### src/rtl/serial_subtractor_pkg.sv
// Shared definitions for the bit-serial subtractor.
//   state_t        : FSM state register type
//   ST_IDLE/SHIFT/DONE : state encodings
package serial_subtractor_pkg;

    typedef logic [1:0] state_t;

    localparam state_t ST_IDLE  = 2'd0;
    localparam state_t ST_SHIFT = 2'd1;
    localparam state_t ST_DONE  = 2'd2;

endpackage

### src/rtl/serial_subtractor_full_subtractor.sv
// One-bit subtractor cells.
// half_subtractor : a, b          -> d = a - b, bout (borrow out)
// full_subtractor : A, B, Bin     -> D = A - B - Bin, Bout (borrow out)
// The full subtractor chains two half subtractors; a borrow out of
// either stage means the slice borrows.
module half_subtractor (
    input  logic a,
    input  logic b,
    output logic d,
    output logic bout
);
    assign d    = a ^ b;
    assign bout = ~a & b;
endmodule

module full_subtractor (
    input  logic A,
    input  logic B,
    input  logic Bin,
    output logic D,
    output logic Bout
);
    logic d1;
    logic b1;
    logic b2;

    half_subtractor u_hs0 (
        .a    (A),
        .b    (B),
        .d    (d1),
        .bout (b1)
    );

    half_subtractor u_hs1 (
        .a    (d1),
        .b    (Bin),
        .d    (D),
        .bout (b2)
    );

    assign Bout = b1 | b2;
endmodule

### src/rtl/serial_subtractor.sv
// Bit-serial WIDTH-bit subtractor, D = A - B (mod 2^WIDTH), LSB first.
// Ports:
//   clk, rst_n    : clock, async active-low reset
//   start         : request, only honoured in IDLE
//   A, B          : operands, captured on the accepting edge
//   busy          : operation in progress
//   done          : one-cycle pulse when D/bout have just been updated
//   D, bout       : registered difference and final borrow (A < B)
//
// state    | meaning
// ST_IDLE  | waiting for start
// ST_SHIFT | one bit processed per clock, WIDTH clocks total
// ST_DONE  | results valid and done pulsed; returns to IDLE
module serial_subtractor
    import serial_subtractor_pkg::*;
#(
    parameter int WIDTH = 4
) (
    input  logic             clk,
    input  logic             rst_n,
    input  logic             start,
    input  logic [WIDTH-1:0] A,
    input  logic [WIDTH-1:0] B,
    output logic             busy,
    output logic             done,
    output logic [WIDTH-1:0] D,
    output logic             bout
);
    localparam int CW = $clog2(WIDTH + 1);
    localparam logic [CW-1:0] LAST = CW'(WIDTH - 1);

    state_t           state;
    logic [WIDTH-1:0] sa;
    logic [WIDTH-1:0] sb;
    logic [WIDTH-1:0] res;
    logic [CW-1:0]    count;
    logic             br;
    logic             d_bit;
    logic             b_next;

    full_subtractor u_slice (
        .A    (sa[0]),
        .B    (sb[0]),
        .Bin  (br),
        .D    (d_bit),
        .Bout (b_next)
    );

    always_ff @(posedge clk or negedge rst_n) begin
        if (!rst_n) begin
            state <= ST_IDLE;
            sa    <= '0;
            sb    <= '0;
            res   <= '0;
            count <= '0;
            br    <= 1'b0;
            D     <= '0;
            bout  <= 1'b0;
        end else begin
            case (state)
                ST_IDLE: begin
                    if (start) begin
                        sa    <= A;
                        sb    <= B;
                        res   <= '0;
                        count <= '0;
                        br    <= 1'b0;
                        state <= ST_SHIFT;
                    end
                end
                ST_SHIFT: begin
                    br    <= b_next;
                    res   <= {d_bit, res[WIDTH-1:1]};
                    sa    <= sa >> 1;
                    sb    <= sb >> 1;
                    count <= count + CW'(1);
                    // The last bit goes straight into D so the result is
                    // complete in the same edge that leaves SHIFT.
                    if (count == LAST) begin
                        D     <= {d_bit, res[WIDTH-1:1]};
                        bout  <= b_next;
                        state <= ST_DONE;
                    end
                end
                default: state <= ST_IDLE;
            endcase
        end
    end

    assign busy = (state == ST_SHIFT);
    assign done = (state == ST_DONE);

endmodule

### config.mk
export PLATFORM = sky130hd
export DESIGN_NAME = serial_subtractor
export DESIGN_NICKNAME = d
export VERILOG_FILES = /design/src/rtl/serial_subtractor_pkg.sv /design/src/rtl/serial_subtractor_full_subtractor.sv /design/src/rtl/serial_subtractor.sv
export SDC_FILE = /design/constraint.sdc
export NUM_CORES = 1
export LEC_CHECK = 0
export CAP_MARGIN = 20
export CORE_ASPECT_RATIO = 1.5
export CORE_MARGIN = 8
export CORE_UTILIZATION = 50
export DETAILED_ROUTE_END_ITERATION = 10
export PLACE_DENSITY_LB_ADDON = 0.2
export SYNTH_ARGS = -nofsm -noshare
export SYNTH_HDL_FRONTEND = slang
export SYNTH_SLANG_ARGS = --single-unit
### constraint.sdc
create_clock -name clk -period 3.3 [get_ports clk]
set_clock_uncertainty 0.05 [all_clocks]
set_input_delay 0.495 -clock clk [delete_from_list [all_inputs] [get_ports clk]]
set_output_delay 0.495 -clock clk [all_outputs]
set_load 0.01 [all_outputs]
==> impl_metrics.py, run 1 <==
metrics = {
    "power": {
        "intPower_w": 0.000729,
        "p_total_w": 0.00110,
        "sw_frac_of_total_pct": 33.9,
        "power_frac_comb_pct": 44.1,
        "power.clock.fraction_pct": 10.7,
        "ir_drop_uv": 456,
        "leakagePower_nw": 0.590,
        "p_sw_w": 0.000373,
        "p_seq_share_pct": 45.3,
        "p_per_area_mw_per_mm2": 881,
    },
    "floorplan": {
        "ios": 18,
        "die_w_um": 53.3,
        "dieArea_mm2": 0.00383,
        "start_util_pct": 52.1,
        "rows": 20,
        "core_mm2": 0.00200,
        "die-height_um": 71.9,
    },
    "cts": {
        "cts_buffer_depth": 2,
        "htree_levels": 1,
        "clk-insertion-delay-late_ns": 0.30,
        "cts_tree": "built",
        "numClockSinks": 22,
        "postCtsSetupBuffers": 0,
        "cts_resized": 0,
        "cts_buffers": 3,
        "path_clk_slew_ns": 0.11,
        "ctsHoldBuffers": 0,
        "clock-root-buffer": "clkbuf_4",
    },
    "global_routing": {
        "grt_usage_pct": 10.6,
        "grt_first_pass_wirelength_um": 3150,
        "grt_pass1_vias": 698,
        "grt_max_degree": 23,
        "antenna_found_initial": 0,
        "globalRouteOverflowTotal": 0,
    },
    "placement": {
        "hpwl_um": 1330,
        "gp_congestion": 0.763,
        "post-place-cells": 109,
        "port_buffers": 17,
    },
    "timing": {
        "setup_viol": 0,
        "final_hold_viol_count": 0,
        "fmax_mhz": 391,
        "period_minus_slack_ns": 2.56,
        "slew_headroom_pct": 66.3,
        "tightest_slew_ns": 0.505,
        "fin_tns_setup_ns": 0,
        "timing.final.crit_share_pct": 77.5,
        "slew_viol_final": 0,
        "rsz0062_at_grt": "false",
    },
    "setup_path": {
        "crit_type": "flop to output port",
        "crit_fanout": 18,
        "rr_endpoint": "sa[0]",
        "critPathLaunchType": "flop",
        "rrSetupSlack_ns": 1.80,
        "end_kind": "output port",
        "worst_ep_required_time_ns": 2.75,
        "worst-r2r-cell-count": 2,
        "cp.arrival_ns": 2.01,
        "r2r_start": "state[0]",
    },
    "layout": {
        "nFillCells": 176,
        "synthToLayoutAreaGrowth_pct": 19.9,
        "instances_no_fill": 113,
        "diodes": 0,
        "fin_nets": 107,
        "layout-drive-gt1-share_pct": 19.8,
    },
    "yosys": {
        "yosysSeqAreaShare_pct": 52.8,
        "synth_ff_type": "dfrtp_1",
        "synth_most_common_cell": "dfrtp_1",
        "ys_types": 25,
        "synth_warnings": 0,
        "synth_edf_count": 0,
        "netlist.area_leader.share_pct": 52.8,
        "yosys.area.top_type": "dfrtp_1",
        "avgSynthCellArea_um2": 13.9,
        "synth_async_sr_flop_share_pct": 100,
        "yosys-top-cells-count": "dfrtp_1 (22), inv_1 (5), o221a_2 (5), or4b_1 (5)",
        "syn_inst": 75,
        "synth.ff_latch_count": 22,
        "synth_area_mm2": 0.00104,
        "ys_top_cells_by_area": "dfrtp_1 (53%), mux2_4 (5.8%), o221a_2 (5.4%)",
        "synth_fp_nets": 89,
    },
    "route": {
        "wl_per_cell_um": 16.2,
        "via_count": 642,
        "final_antenna_net_count": 0,
        "drt_iter0_drc": 17,
        "via_per_inst": 5.68,
        "wirelength_um": 1830,
        "drcViolationCount": 0,
        "drt-pass1-iter-count": 4,
    },
    "hold_path": {
        "min_path_type": "primary input to asynchronous set/reset pin",
    },
    "run": {
        "maxCapViolCount": 0,
    },
    "status": {
        "outcome": "finished, final reports clean",
    },
}
[worst max path at each step]
stage | startpoint | end
after floorplan | count[0] | D[0]
after global placement | state[0] | busy
after detailed placement | state[0] | busy
after CTS | state[0] | busy
after global routing | state[0] | busy
final | state[0] | busy
[power groups by stage]
stage / Clock (W) / Combinational, W / Sequential (W)
finish: 0.000117 / 0.000485 / 0.000499
global route: 0.000128 / 0.000538 / 0.000520
CTS: 0.000119 / 0.000490 / 0.000499
detailed placement: 0 / 0.000490 / 0.000504
global placement: 0 / 0.000484 / 0.000500
floorplan: 0 / 0.000369 / 0.000478
[state kept, by name, summed over array words and instances (netlist names)]
register  flops
res           3
sa            4
br            1
bout          1
state         2
D             4
sb            4
count         3
[per-stage QoR]
step           area [um^2]  hold slack (ns)  util, %  setup slack [ns]
2_1_floorplan         1040            0.149        -              1.93
3_3_place_gp          1200            0.420     59.9              1.10
4_1_cts               1220            0.452     61.1             0.732
6_report              1250            0.428     62.4             0.744
3_5_place_dp          1200            0.436     59.9              1.08
5_1_grt               1250            0.443     62.4             0.582
[area by class of cell]
cell class	count	area (um^2)	share of cell area, %
Clock buffer	3	22.5	1.80
Inverter	6	22.5	1.80
Multi-Input combinational cell	42	429	34.3
Sequential cell	22	551	44.0
Tap cell	22	27.5	2.20
Timing Repair Buffer	18	198	15.8
[placed cells by master (no fill, tap or decap), types with 3 or more instances in the layout]
master and count:
dfrtp_1 22, clkdlybuf4s50_1 17, inv_1 5, or4b_1 5, o221a_2 5, mux2_4 4
a22o_1 4, nand2b_1 3, nor3b_1 3, clkbuf_4 3
[cell families after synthesis]
logic type,share of synthesized area (%)
buf+inv,6.00
simple gates,14.3
flops,52.8
fa+ha+maj,4.32
compound gates,14.9
mux,7.68
[metal layers]
metal / global-route usage, % / routed length [um] / vias up
met1: 13.2 / 852 / 311
li1: - / - / 313
met2: 16.9 / 864 / 16
met3: 2.25 / 98 / 2
met4: 4.23 / 15 / 0
met5: 0 / 0 / -
[critical path: stages, from the launching register on]
cell	delay [ns]
dfrtp_1	0.68
nand2b_1	0.32
inv_2	0.17
clkdlybuf4s50_1	0.55
No activity file was read; power rests on OpenSTA's default activity.
==> run 2, diff against run 1 <==
CORE_UTILIZATION = 46   (was 50)
clock period = 2.3 ns   (was 3.3 ns; I/O delays follow)
==> impl_metrics.py, run 2 (synthesis results as in run 1) <==
metrics = {
    "floorplan": {
        "dieArea_mm2": 0.00408,
        "core_mm2": 0.00218,
        "die_w_um": 54.9,
        "rows": 21,
        "start_util_pct": 47.8,
        "die-height_um": 74.3,
        "ios": 18,
    },
    "setup_path": {
        "cp.arrival_ns": 1.66,
        "worst-r2r-cell-count": 3,
        "rrSetupSlack_ns": 0.79,
        "crit_fanout": 12,
        "critPathLaunchType": "flop",
        "r2r_start": "state[1]",
        "crit_type": "flop to output port",
        "end_kind": "output port",
        "worst_ep_required_time_ns": 1.90,
        "rr_endpoint": "sb[2]",
    },
    "route": {
        "met1_length_um": 812,
        "via_count": 671,
        "wirelength_um": 1870,
        "drt_iter0_drc": 22,
        "wl_met3_um": 114,
        "drt-pass1-iter-count": 4,
        "dr_wl_met2_um": 928,
        "via_per_inst": 5.74,
        "final_antenna_net_count": 0,
        "top_layer": "met4",
        "drcViolationCount": 0,
        "wl_per_cell_um": 15.9,
    },
    "cts": {
        "cts_buffer_depth": 2,
        "cts_resized": 0,
        "cts_buffers": 3,
        "clk-insertion-delay-late_ns": 0.29,
        "clock-root-buffer": "clkbuf_4",
        "ctsHoldBuffers": 0,
        "numClockSinks": 22,
        "htree_levels": 1,
        "cts_tree": "built",
        "path_clk_slew_ns": 0.11,
        "postCtsSetupBuffers": 0,
    },
    "layout": {
        "diodes": 0,
        "nFillCells": 184,
        "final_common_cell": "dfrtp_1",
        "synthToLayoutAreaGrowth_pct": 20.3,
        "layout-drive-gt1-share_pct": 22.3,
        "fin_nets": 110,
        "top_regs": "D x4, sa x4, sb x4",
        "mostFrequentLayoutCells": "dfrtp_1 (22), clkdlybuf4s50_1 (17), inv_1 (5), or4b_1 (5), o221a_2 (5)",
    },
    "placement": {
        "gp_congestion": 0.725,
        "port_buffers": 17,
        "hpwl_um": 1430,
    },
    "timing": {
        "fin_tns_setup_ns": 0,
        "tightest_slew_ns": 0.347,
        "setup_viol": 0,
        "slew_headroom_pct": 76.8,
        "final_hold_viol_count": 0,
        "slew_viol_final": 0,
        "period_minus_slack_ns": 2.06,
        "rsz0062_at_grt": "false",
        "timing.final.crit_share_pct": 89.5,
        "fin_hold_ws_ns": 0.330,
        "fmax_mhz": 486,
    },
    "global_routing": {
        "antenna_found_initial": 0,
        "globalRouteOverflowTotal": 0,
        "grt_max_degree": 23,
        "grt_usage_pct": 10.8,
        "grt_first_pass_wirelength_um": 3360,
        "grt_pass1_vias": 701,
    },
    "power": {
        "p_per_area_mw_per_mm2": 1280,
        "intPower_w": 0.00107,
        "ir_drop_uv": 655,
        "leakagePower_nw": 0.597,
        "power.clock.fraction_pct": 10.2,
        "p_sw_w": 0.000536,
        "power_frac_comb_pct": 47.9,
        "p_seq_share_pct": 42.0,
        "sw_frac_of_total_pct": 33.3,
    },
    "status": {
        "outcome": "finished, final reports clean",
    },
    "run": {
        "maxCapViolCount": 0,
    },
    "hold_path": {
        "min_path_type": "primary input to asynchronous set/reset pin",
    },
}
run 2: worst max path at each step:
stage / startpoint / end / slack, ns / depth (start not counted)
floorplan: count[0] / D[0] / 0.93 / 4
global placement: start / sa[0] / 0.52 / 3
CTS: state[1] / busy / 0.22 / 3
finish: state[1] / busy / 0.24 / 3
detailed placement: start / sa[0] / 0.47 / 3
global route: state[1] / busy / 0.13 / 3
run 2: final cells by class:
class / count / area (um^2) / share of cell area [%]
Tap cell: 23 / 28.8 / 2.30
Timing Repair Buffer: 21 / 200 / 16.0
Inverter: 6 / 22.5 / 1.80
Sequential cell: 22 / 551 / 43.9
Multi-Input combinational cell: 42 / 429 / 34.2
Clock buffer: 3 / 22.5 / 1.80
run 2: power by group through the flow:
stage	registers [W]	logic (W)	clock network (W)
2_1_floorplan	0.000685	0.000530	0
3_3_place_gp	0.000678	0.000761	0
3_5_place_dp	0.000684	0.000791	0
4_1_cts	0.000677	0.000789	0.000169
5_1_grt	0.000699	0.000867	0.000182
6_report	0.000676	0.000771	0.000164
run 2: through the flow:
stage                     setup slack (ns)  util, %  cells  area, um^2  total power [W]
after floorplan                      0.926        -     75        1040          0.00122
after global placement               0.517     56.5    114        1230          0.00144
after detailed placement             0.472     56.5    114        1230          0.00147
after CTS                            0.217     57.5    117        1250          0.00163
after global routing                 0.133     57.5    117        1250          0.00175
final                                0.240     57.5    117        1250          0.00161
run 2: routing by layer:
| metal | up-vias | GRT usage, % |
|---|---|---|
| li1 | 322 | - |
| met1 | 330 | 14.4 |
| met2 | 17 | 16.4 |
| met3 | 2 | 2.40 |
| met4 | 0 | 4.12 |
| met5 | - | 0 |
run 2: worst max-delay path, stage by stage, from the launching register on:
cell	delay, ns
dfrtp_1	0.51
nand2b_1	0.22
inv_2	0.10
clkdlybuf4s50_1	0.54
